[config.mk]
export PLATFORM = sky130hd
export DESIGN_NAME = pong_frame_loader
export DESIGN_NICKNAME = d
export VERILOG_FILES = /design/src/rtl/pong_npx_pkg.sv /design/src/rtl/npx_color_map.sv /design/src/rtl/pong_frame_loader.sv
export SDC_FILE = /design/constraint.sdc
export NUM_CORES = 1
export LEC_CHECK = 0
export ABC_AREA = 1
export BUFFER_PORTS_ARGS = -buffer_cell sky130_fd_sc_hd__clkbuf_2
export CAP_MARGIN = 20
export CORE_MARGIN = 2
export CORE_UTILIZATION = 25
export DETAILED_ROUTE_END_ITERATION = 16
export HOLD_SLACK_MARGIN = 0.02
export PLACE_DENSITY_LB_ADDON = 0.1
export SYNTH_ARGS = -nofsm -noshare
export SYNTH_HDL_FRONTEND = slang
export SYNTH_SLANG_ARGS = --single-unit
[constraint.sdc]
create_clock -name CLOCK_50 -period 2.1 [get_ports CLOCK_50]
set_input_delay 0.315 -clock CLOCK_50 [delete_from_list [all_inputs] [get_ports CLOCK_50]]
set_output_delay 0.315 -clock CLOCK_50 [all_outputs]
set_load 0.005 [all_outputs]
[src/rtl/pong_npx_pkg.sv]
// Shared definitions for the Pong frame loader feeding the NeoPixel controller.
// Holds the strand geometry, colour levels and the loader state encoding.
// Optional feature macro used by the importing files: FRAME_TRAIL_EN.
package pong_npx_pkg;

   localparam int unsigned NUM_NPX = 17;
   localparam int unsigned PIX_W   = $clog2(NUM_NPX);

   localparam logic [7:0] BALL_RED  = 8'hFF;
   localparam logic [7:0] PAD_ON    = 8'h40;
   localparam logic [7:0] PAD_DIM   = 8'h04;
   localparam logic [7:0] TRAIL_RED = 8'h20;

   // Right paddle index, and the out-of-range value meaning "no previous ball".
   localparam logic [PIX_W-1:0] LAST_PIX = PIX_W'(NUM_NPX - 1);
   localparam logic [PIX_W-1:0] NO_PREV  = PIX_W'(NUM_NPX);

   typedef enum logic [1:0] {
      StIdle,
      StLoad,
      StGo,
      StWaitAck
   } loader_state_t;

endpackage

[src/rtl/npx_color_map.sv]
// Pure combinational colour lookup for one pixel of a Pong frame.
// Ports:
//   idx        pixel being loaded
//   snap_ball  snapshot ball position (>= NUM_NPX means no ball)
//   snap_pad_l left paddle activity snapshot
//   snap_pad_r right paddle activity snapshot
//   prev_pos   ball position of the previous frame (only with FRAME_TRAIL_EN)
//   red/green/blue  colour for idx; green is always zero
// Priority: ball, then paddles, then trail (FRAME_TRAIL_EN), else dark.
module npx_color_map
   import pong_npx_pkg::*;
(
   input  logic [PIX_W-1:0] idx,
   input  logic [PIX_W-1:0] snap_ball,
   input  logic             snap_pad_l,
   input  logic             snap_pad_r,
`ifdef FRAME_TRAIL_EN
   input  logic [PIX_W-1:0] prev_pos,
`endif
   output logic [7:0]       red,
   output logic [7:0]       green,
   output logic [7:0]       blue
);

   always_comb begin
      red   = 8'h00;
      green = 8'h00;
      blue  = 8'h00;
      if (idx == snap_ball) begin
         red = BALL_RED;
      end else if (idx == '0) begin
         blue = snap_pad_l ? PAD_ON : PAD_DIM;
      end else if (idx == LAST_PIX) begin
         blue = snap_pad_r ? PAD_ON : PAD_DIM;
`ifdef FRAME_TRAIL_EN
      // Trail never lands on a paddle; idx != snap_ball already excludes the ball.
      end else if (idx == prev_pos && prev_pos != '0 && prev_pos < LAST_PIX) begin
         red = TRAIL_RED;
`endif
      end
   end

endmodule

[src/rtl/pong_frame_loader.sv]
// Converts the Pong game state into a full strand of pixel loads plus one go
// strobe for the NeoPixel controller, honouring its ready handshake.
// Ports:
//   CLOCK_50, reset_n   clock and asynchronous active-low reset
//   update              one-cycle frame request (coalesced while busy)
//   ball_pos            ball pixel, >= NUM_NPX means no ball
//   pad_l_act/pad_r_act paddle highlight bits
//   ready               controller accepts load/go while high
//   red/green/blue      colour of the current load
//   pixel               index of the current load
//   load, go            controller strobes
//   busy                frame in flight or request pending
//   frames_sent         number of go pulses, wrapping
// Macro FRAME_TRAIL_EN adds a dim trail at the previous frame's ball position.
module pong_frame_loader
   import pong_npx_pkg::*;
(
   input  logic             CLOCK_50,
   input  logic             reset_n,
   input  logic             update,
   input  logic [PIX_W-1:0] ball_pos,
   input  logic             pad_l_act,
   input  logic             pad_r_act,
   input  logic             ready,
   output logic [7:0]       red,
   output logic [7:0]       green,
   output logic [7:0]       blue,
   output logic [PIX_W-1:0] pixel,
   output logic             load,
   output logic             go,
   output logic             busy,
   output logic [15:0]      frames_sent
);

   loader_state_t    state_q, state_d;
   logic [PIX_W-1:0] idx_q, idx_d;
   logic [PIX_W-1:0] snap_ball_q, snap_ball_d;
   logic             snap_l_q, snap_l_d;
   logic             snap_r_q, snap_r_d;
   logic             pending_q, pending_d;
   logic [15:0]      frames_q, frames_d;
`ifdef FRAME_TRAIL_EN
   logic [PIX_W-1:0] prev_q, prev_d;
`endif

   logic       in_load;
   logic [7:0] map_red, map_green, map_blue;

   npx_color_map u_color_map (
      .idx        (idx_q),
      .snap_ball  (snap_ball_q),
      .snap_pad_l (snap_l_q),
      .snap_pad_r (snap_r_q),
`ifdef FRAME_TRAIL_EN
      .prev_pos   (prev_q),
`endif
      .red        (map_red),
      .green      (map_green),
      .blue       (map_blue)
   );

   always_comb begin
      state_d     = state_q;
      idx_d       = idx_q;
      snap_ball_d = snap_ball_q;
      snap_l_d    = snap_l_q;
      snap_r_d    = snap_r_q;
      frames_d    = frames_q;
      // Any number of requests collapse into this one flag.
      pending_d   = pending_q | update;
`ifdef FRAME_TRAIL_EN
      prev_d      = prev_q;
`endif
      load        = 1'b0;
      go          = 1'b0;
      pixel       = '0;
      in_load     = 1'b0;

      unique case (state_q)
         StIdle: begin
            if ((pending_q | update) & ready) begin
               snap_ball_d = ball_pos;
               snap_l_d    = pad_l_act;
               snap_r_d    = pad_r_act;
               idx_d       = '0;
               pending_d   = 1'b0;
               state_d     = StLoad;
            end
         end
         StLoad: begin
            in_load = 1'b1;
            load    = ready;
            pixel   = idx_q;
            // A low ready pauses the sweep in place rather than restarting it.
            if (ready) begin
               if (idx_q == LAST_PIX) begin
                  idx_d   = '0;
                  state_d = StGo;
               end else begin
                  idx_d = idx_q + PIX_W'(1);
               end
            end
         end
         StGo: begin
            go = ready;
            if (ready) begin
               frames_d = frames_q + 16'd1;
`ifdef FRAME_TRAIL_EN
               prev_d   = snap_ball_q;
`endif
               state_d  = StWaitAck;
            end
         end
         StWaitAck: begin
            // Ready must drop first so a stale high ready cannot launch a frame.
            if (!ready) begin
               state_d = StIdle;
            end
         end
         default: state_d = StIdle;
      endcase
   end

   always_ff @(posedge CLOCK_50 or negedge reset_n) begin
      if (!reset_n) begin
         state_q     <= StIdle;
         idx_q       <= '0;
         snap_ball_q <= '0;
         snap_l_q    <= 1'b0;
         snap_r_q    <= 1'b0;
         pending_q   <= 1'b0;
         frames_q    <= 16'd0;
`ifdef FRAME_TRAIL_EN
         prev_q      <= NO_PREV;
`endif
      end else begin
         state_q     <= state_d;
         idx_q       <= idx_d;
         snap_ball_q <= snap_ball_d;
         snap_l_q    <= snap_l_d;
         snap_r_q    <= snap_r_d;
         pending_q   <= pending_d;
         frames_q    <= frames_d;
`ifdef FRAME_TRAIL_EN
         prev_q      <= prev_d;
`endif
      end
   end

   assign red         = in_load ? map_red   : 8'h00;
   assign green       = in_load ? map_green : 8'h00;
   assign blue        = in_load ? map_blue  : 8'h00;
   assign busy        = (state_q != StIdle) | pending_q;
   assign frames_sent = frames_q;

endmodule
* Word-level counts from Yosys, hierarchy flattened
Index checks and enable logic that the tools add are counted.
Operators by class: add/subtract/negate cells 2, eq/ne operators 10, mux-type cells 24, bitwise logic cells 3, reduce and logical (&&, ||, !) cells 8
Operator list (number):
- $mux 8 | 6
- $mux 5 | 4
- $add 16x1->16 const B | 1
- $mux 7 | 2
- $mux 2 | 5
- $ne 2x2->1 const B | 5
- $pmux 5 s2 | 1
- $pmux 2 s4 | 1
- $add 5x1->5 const B | 1
- $eq 5x5->1 | 1
- $eq 5x5->1 const B | 1
- $logic_not 5->1 | 1
- $mux 1 | 5
- $reduce_and 5->1 | 1
- $eq 2x2->1 const B | 2
- $reduce_and 2->1 | 2
- $reduce_bool 2->1 | 2
- $reduce_and 3->1 | 1
- $eq 2x1->1 const B | 1
- $logic_not 2->1 | 1
- $or 1x1->1 | 2
- $and 1x1->1 | 1
Word-level totals: register bits after elaboration 31, input port bits 11, word-level logic and storage cells 54

* Longest topological paths before layout
depth after elaboration 5, mapped depth 10, depth with buffers taken out 10

* Cells and area by module
From an unflattened synthesis, not the netlist that was laid out.
Unflattened totals: cells, all modules 301, area, all modules 2137.0 sq um
By module, submodules not included:
- pong_frame_loader | times used 1, cells each 253, area each 1850.5 sq um, sequential area each 775.7 sq um
- npx_color_map | times used 1, cells each 48, area each 286.5 sq um, sequential area each 0.0 sq um

* Worst setup path after synthesis
No wires, ideal clock.
kind flip-flop to output port, start register state_q[1], end output red[1], arrival time 1.399 ns, path slack 0.386 ns, stages on the path, launching flop included 7, buffers on the path 2, path through dfrtp_1 inv_1 ha_1 buf_2 inv_1 nor2_1 buf_4
On the way: longest elaborated chain between the ends 3
RTL lines:
- start, declared | line pong_frame_loader.sv:35 | loader_state_t state_q, state_d;
- start signal, assigned | line pong_frame_loader.sv:126 | state_q <= StIdle;
- start signal, assigned | line pong_frame_loader.sv:137 | state_q <= state_d;
- $eq 2x1->1 | line pong_frame_loader.sv:79 | unique case (state_q)
- $mux 1 | line pong_frame_loader.sv:79
- $mux 8 | line pong_frame_loader.sv:150 | assign red = in_load ? map_red : 8'h00;
- end, declared | line pong_frame_loader.sv:25 | output logic [7:0] red,
Every way passes these cells.

* Worst setup path in the final report
start register idx_q[4], end output red[1]
On the way: longest elaborated chain between the ends 3
RTL lines:
- start, declared | line pong_frame_loader.sv:36 | logic [PIX_W-1:0] idx_q, idx_d;
- start signal, assigned | line pong_frame_loader.sv:138 | idx_q <= idx_d;
- $eq 5x5->1 | line npx_color_map.sv:29 | if (idx == snap_ball) begin
- $mux 8 | line npx_color_map.sv:29
- $mux 8 | line pong_frame_loader.sv:150
Every way passes these cells.

==> summary.txt <==
Timing
  • Skew final: roughly 0.0097 ns
  • PnR worst setup slack: 0.232 ns
  • Final hold vios: 0
  • Fmax: 535 MHz
  • RSZ-0062 raised after global routing: no
  • Final period utilization: 88.9%
  • Post-layout min period: approximately 1.9 ns
  • Hold_ws: 0.264 ns
  • Final setup vio count: 0
  • TNS Setup: 0 ns
  • Slew Limit Fails: 0

Min path
  • Hold path depth: 2
  • Worst Hold Launch: ball_pos[0]
  • Hold crit path type: in -> reg
  • Hold Path Sink: snap_ball_q[0]

Floorplanning
  • Row cnt: 32
  • Die X: 92.2 um
  • Starting density of the core: between 20 and 30%
  • Die area: between 8000 and 9000 um^2
  • IO Count: 59
  • Die height: 92.2 um
  • Core area: roughly 7600 um^2

Place
  • DP Area: 2190 um^2
  • Routability cong.: around 0.74
  • Worst slack, placed: 0.390 ns
  • PortBufs: 44
  • Final HPWL from detailed placement: 3180 um

Critical path
  • Worst Path Required: 1.78 ns
  • WS Path Type: reg -> out
  • Reg2Reg Depth: 9
  • CP arrival: 1.55 ns
  • Startpoint types: flop
  • Reg-to-Reg Start: state_q[0]
  • Worst-case register-to-register setup slack: 0.48 ns
  • Reg2reg end: frames_sent[15]
  • Worst-path fanout max: 8
  • Crit end category: primary output

Logic synthesis
  • Most frequent cells after synthesis: 49 x nand2_1, 38 x inv_1, 31 x dfrtp_1
  • Most frequent cell after synthesis: nand2_1
  • Main synth FF type: dfrtp_1
  • EDFF count, synth: 0
  • Post-Synthesis Cells: 234
  • Synth Cell Area: ~1900 um^2
  • Yosys reg bits: 31
  • Share of the synthesized area in the top cell type: 39.9%
  • Syn Area/Cell: 8.31 um^2
  • Yosys cell types: 25
  • Cell taking the most area after synthesis: dfrtp_1
  • Ys Warns: 0
  • Ys async rst share: 100%
  • Synth area leaders: dfrtp_1 40%, nand2_1 9.5%, buf_4 8.1%
  • Register area share after synthesis: 39.9%

GRT
  • Grt ovf: 0
  • Initial antenna violation count: 0
  • Grt met1 use: between 10% and 20%
  • GR met2 Demand/Resource: 16.4%
  • Grt met3 use: 2.79%
  • First-pass GRT wire length: between 6000 and 7000 um
  • Number of global-route vias before repair: 1381
  • Largest net degree at the start of global routing: 13
  • Gr busiest metal: met2
  • Gr usage total: 9.92%

Final layout
  • Final layout net count: 295
  • Multi-input gate area: 901 um^2
  • Syn-to-layout area delta: 19.1%
  • # diodes: 0
  • Layout cells sized above 1: 27.3%
  • # fillers: roughly 830
  • Final Cell Area: 2320 um^2
  • Register area: ~780 um^2

Clock tree
  • Root Driver: clkbuf_8
  • CTS tree: done
  • Clk_lat worst skew: a little under 0.3 ns
  • Setup Fix Bufs, Post-CTS: 0
  • CTS buffer count: 5
  • H-tree levels: 2
  • Clock transition at path regs: 0.06 ns
  • Longest Clk Path Bufs: 2
  • Clock sinks: 31

Routing
  • Drc violations: 0
  • First-pass DRT Iterations: 4
  • Routed len/inst: 10.5 um
  • Final WL: 4000 um
  • Post-DR vias/cell: 3.82
  • DR vias: around 1500
  • Post-DRT Antenna Nets: 0
  • Initial DRC count: 42

Power and ir drop
  • Peak VDD IR: 330 uV
  • P_sw: 859 uW
  • Sequential share of power: 38.1%
  • Switch share: 36.6%
  • Pwr Density: 1010 nW/um^2
  • Final Power: ~2300 uW
  • Leak: 0.00131 uW
  • Clock group share of total power: 26.5%
  • P_int: 1490 uW
  • Combinational power share: between 30% and 40%

Run
  • Max_cap viols: 0

Outcome
  • Outcome: complete, no violations
[per-layer routing]
layer,vias to the layer above,part of all wire [%]
met4,0,1.1
li1,761,-
met3,5,5.9
met1,639,46
met2,46,47
met5,-,0
[metrics by stage]
| stage | util, % | cells |
|---|---|---|
| after floorplan | - | 247 |
| after CTS | 30.3 | 380 |
| after global placement | 28.6 | 371 |
| final | 30.3 | 380 |
| after detailed placement | 28.6 | 371 |
| after global routing | 30.3 | 380 |
[cells in the final DEF (no fill, tap or decap), drive strengths merged]
master       instances
inv                 38
a21oi                2
xnor2                4
ha                   7
clkinv               1
mux2                 6
dlygate4sd3          1
dfrtp               31
nand2               53
conb                14
nor2                24
nor3                 4
clkbuf              50
nand4                1
xor2                13
bufinv               1
o21ai                8
buf                  3
nand3               17
[sequential cells by signal, indices dropped and copies added, names as in the netlist]
signal / cells
frames_sent: 16
idx_q: 5
pending_q: 1
snap_ball_q: 5
snap_l_q: 1
snap_r_q: 1
state_q: 2
[how the worst max path moves through the flow]
stage,startpoint,end,slack [ns],cells after the start
floorplan,state_q[1],red[1],0.39,6
global placement,idx_q[4],red[2],0.45,5
detailed placement,idx_q[4],red[1],0.39,5
CTS,idx_q[4],red[1],0.07,5
global route,idx_q[0],red[2],0.09,5
finish,idx_q[4],red[1],0.23,5
[kinds of logic (layout without fill, tap and decap cells)]
family	after synthesis	in the layout	share of synthesized area, %
XOR/XNOR	17	17	7.65
buffers and inverters	63	94	16.5
multiplexers	6	6	3.47
AND/OR/NAND/NOR	99	99	24.7
AO/OA/AOI/OAI	10	10	3.15
other	1	14	0.193
flip-flops	31	31	39.9
adder cells (fa/ha/maj)	7	7	4.50
[power by group through the flow]
stage	clock [uW]	sequential, uW	combinational, uW
after floorplan	0	870	635
after global placement	0	907	842
after detailed placement	0	906	848
after CTS	644	898	849
after global routing	666	922	955
final	621	895	831
[final cells by class]
cell class                 instances  area share [%]
multi-input combinational        153            38.9
sequential                        31            33.5
timing repair buffer              48            10.9
inverter                          38            6.16
tap                              102            5.51
clock buffer                       6            3.56
clock inverter                     2            1.51
[worst max-delay path: stages, from the launching register on]
cell and delay [ns]:
dfrtp_1 0.47, xor2_1 0.19, nor2_1 0.11, nand3_1 0.11, nor2_2 0.23, clkbuf_2 0.16
[timing repair]
action / CTS / global route
hold buffers: 1 / 0
endpoints found under the setup margin: 0 / 8
gates resized for setup: 0 / 1
hold endpoints to repair: 10 / 0
Note: power is estimated with default switching activity, not from simulation.
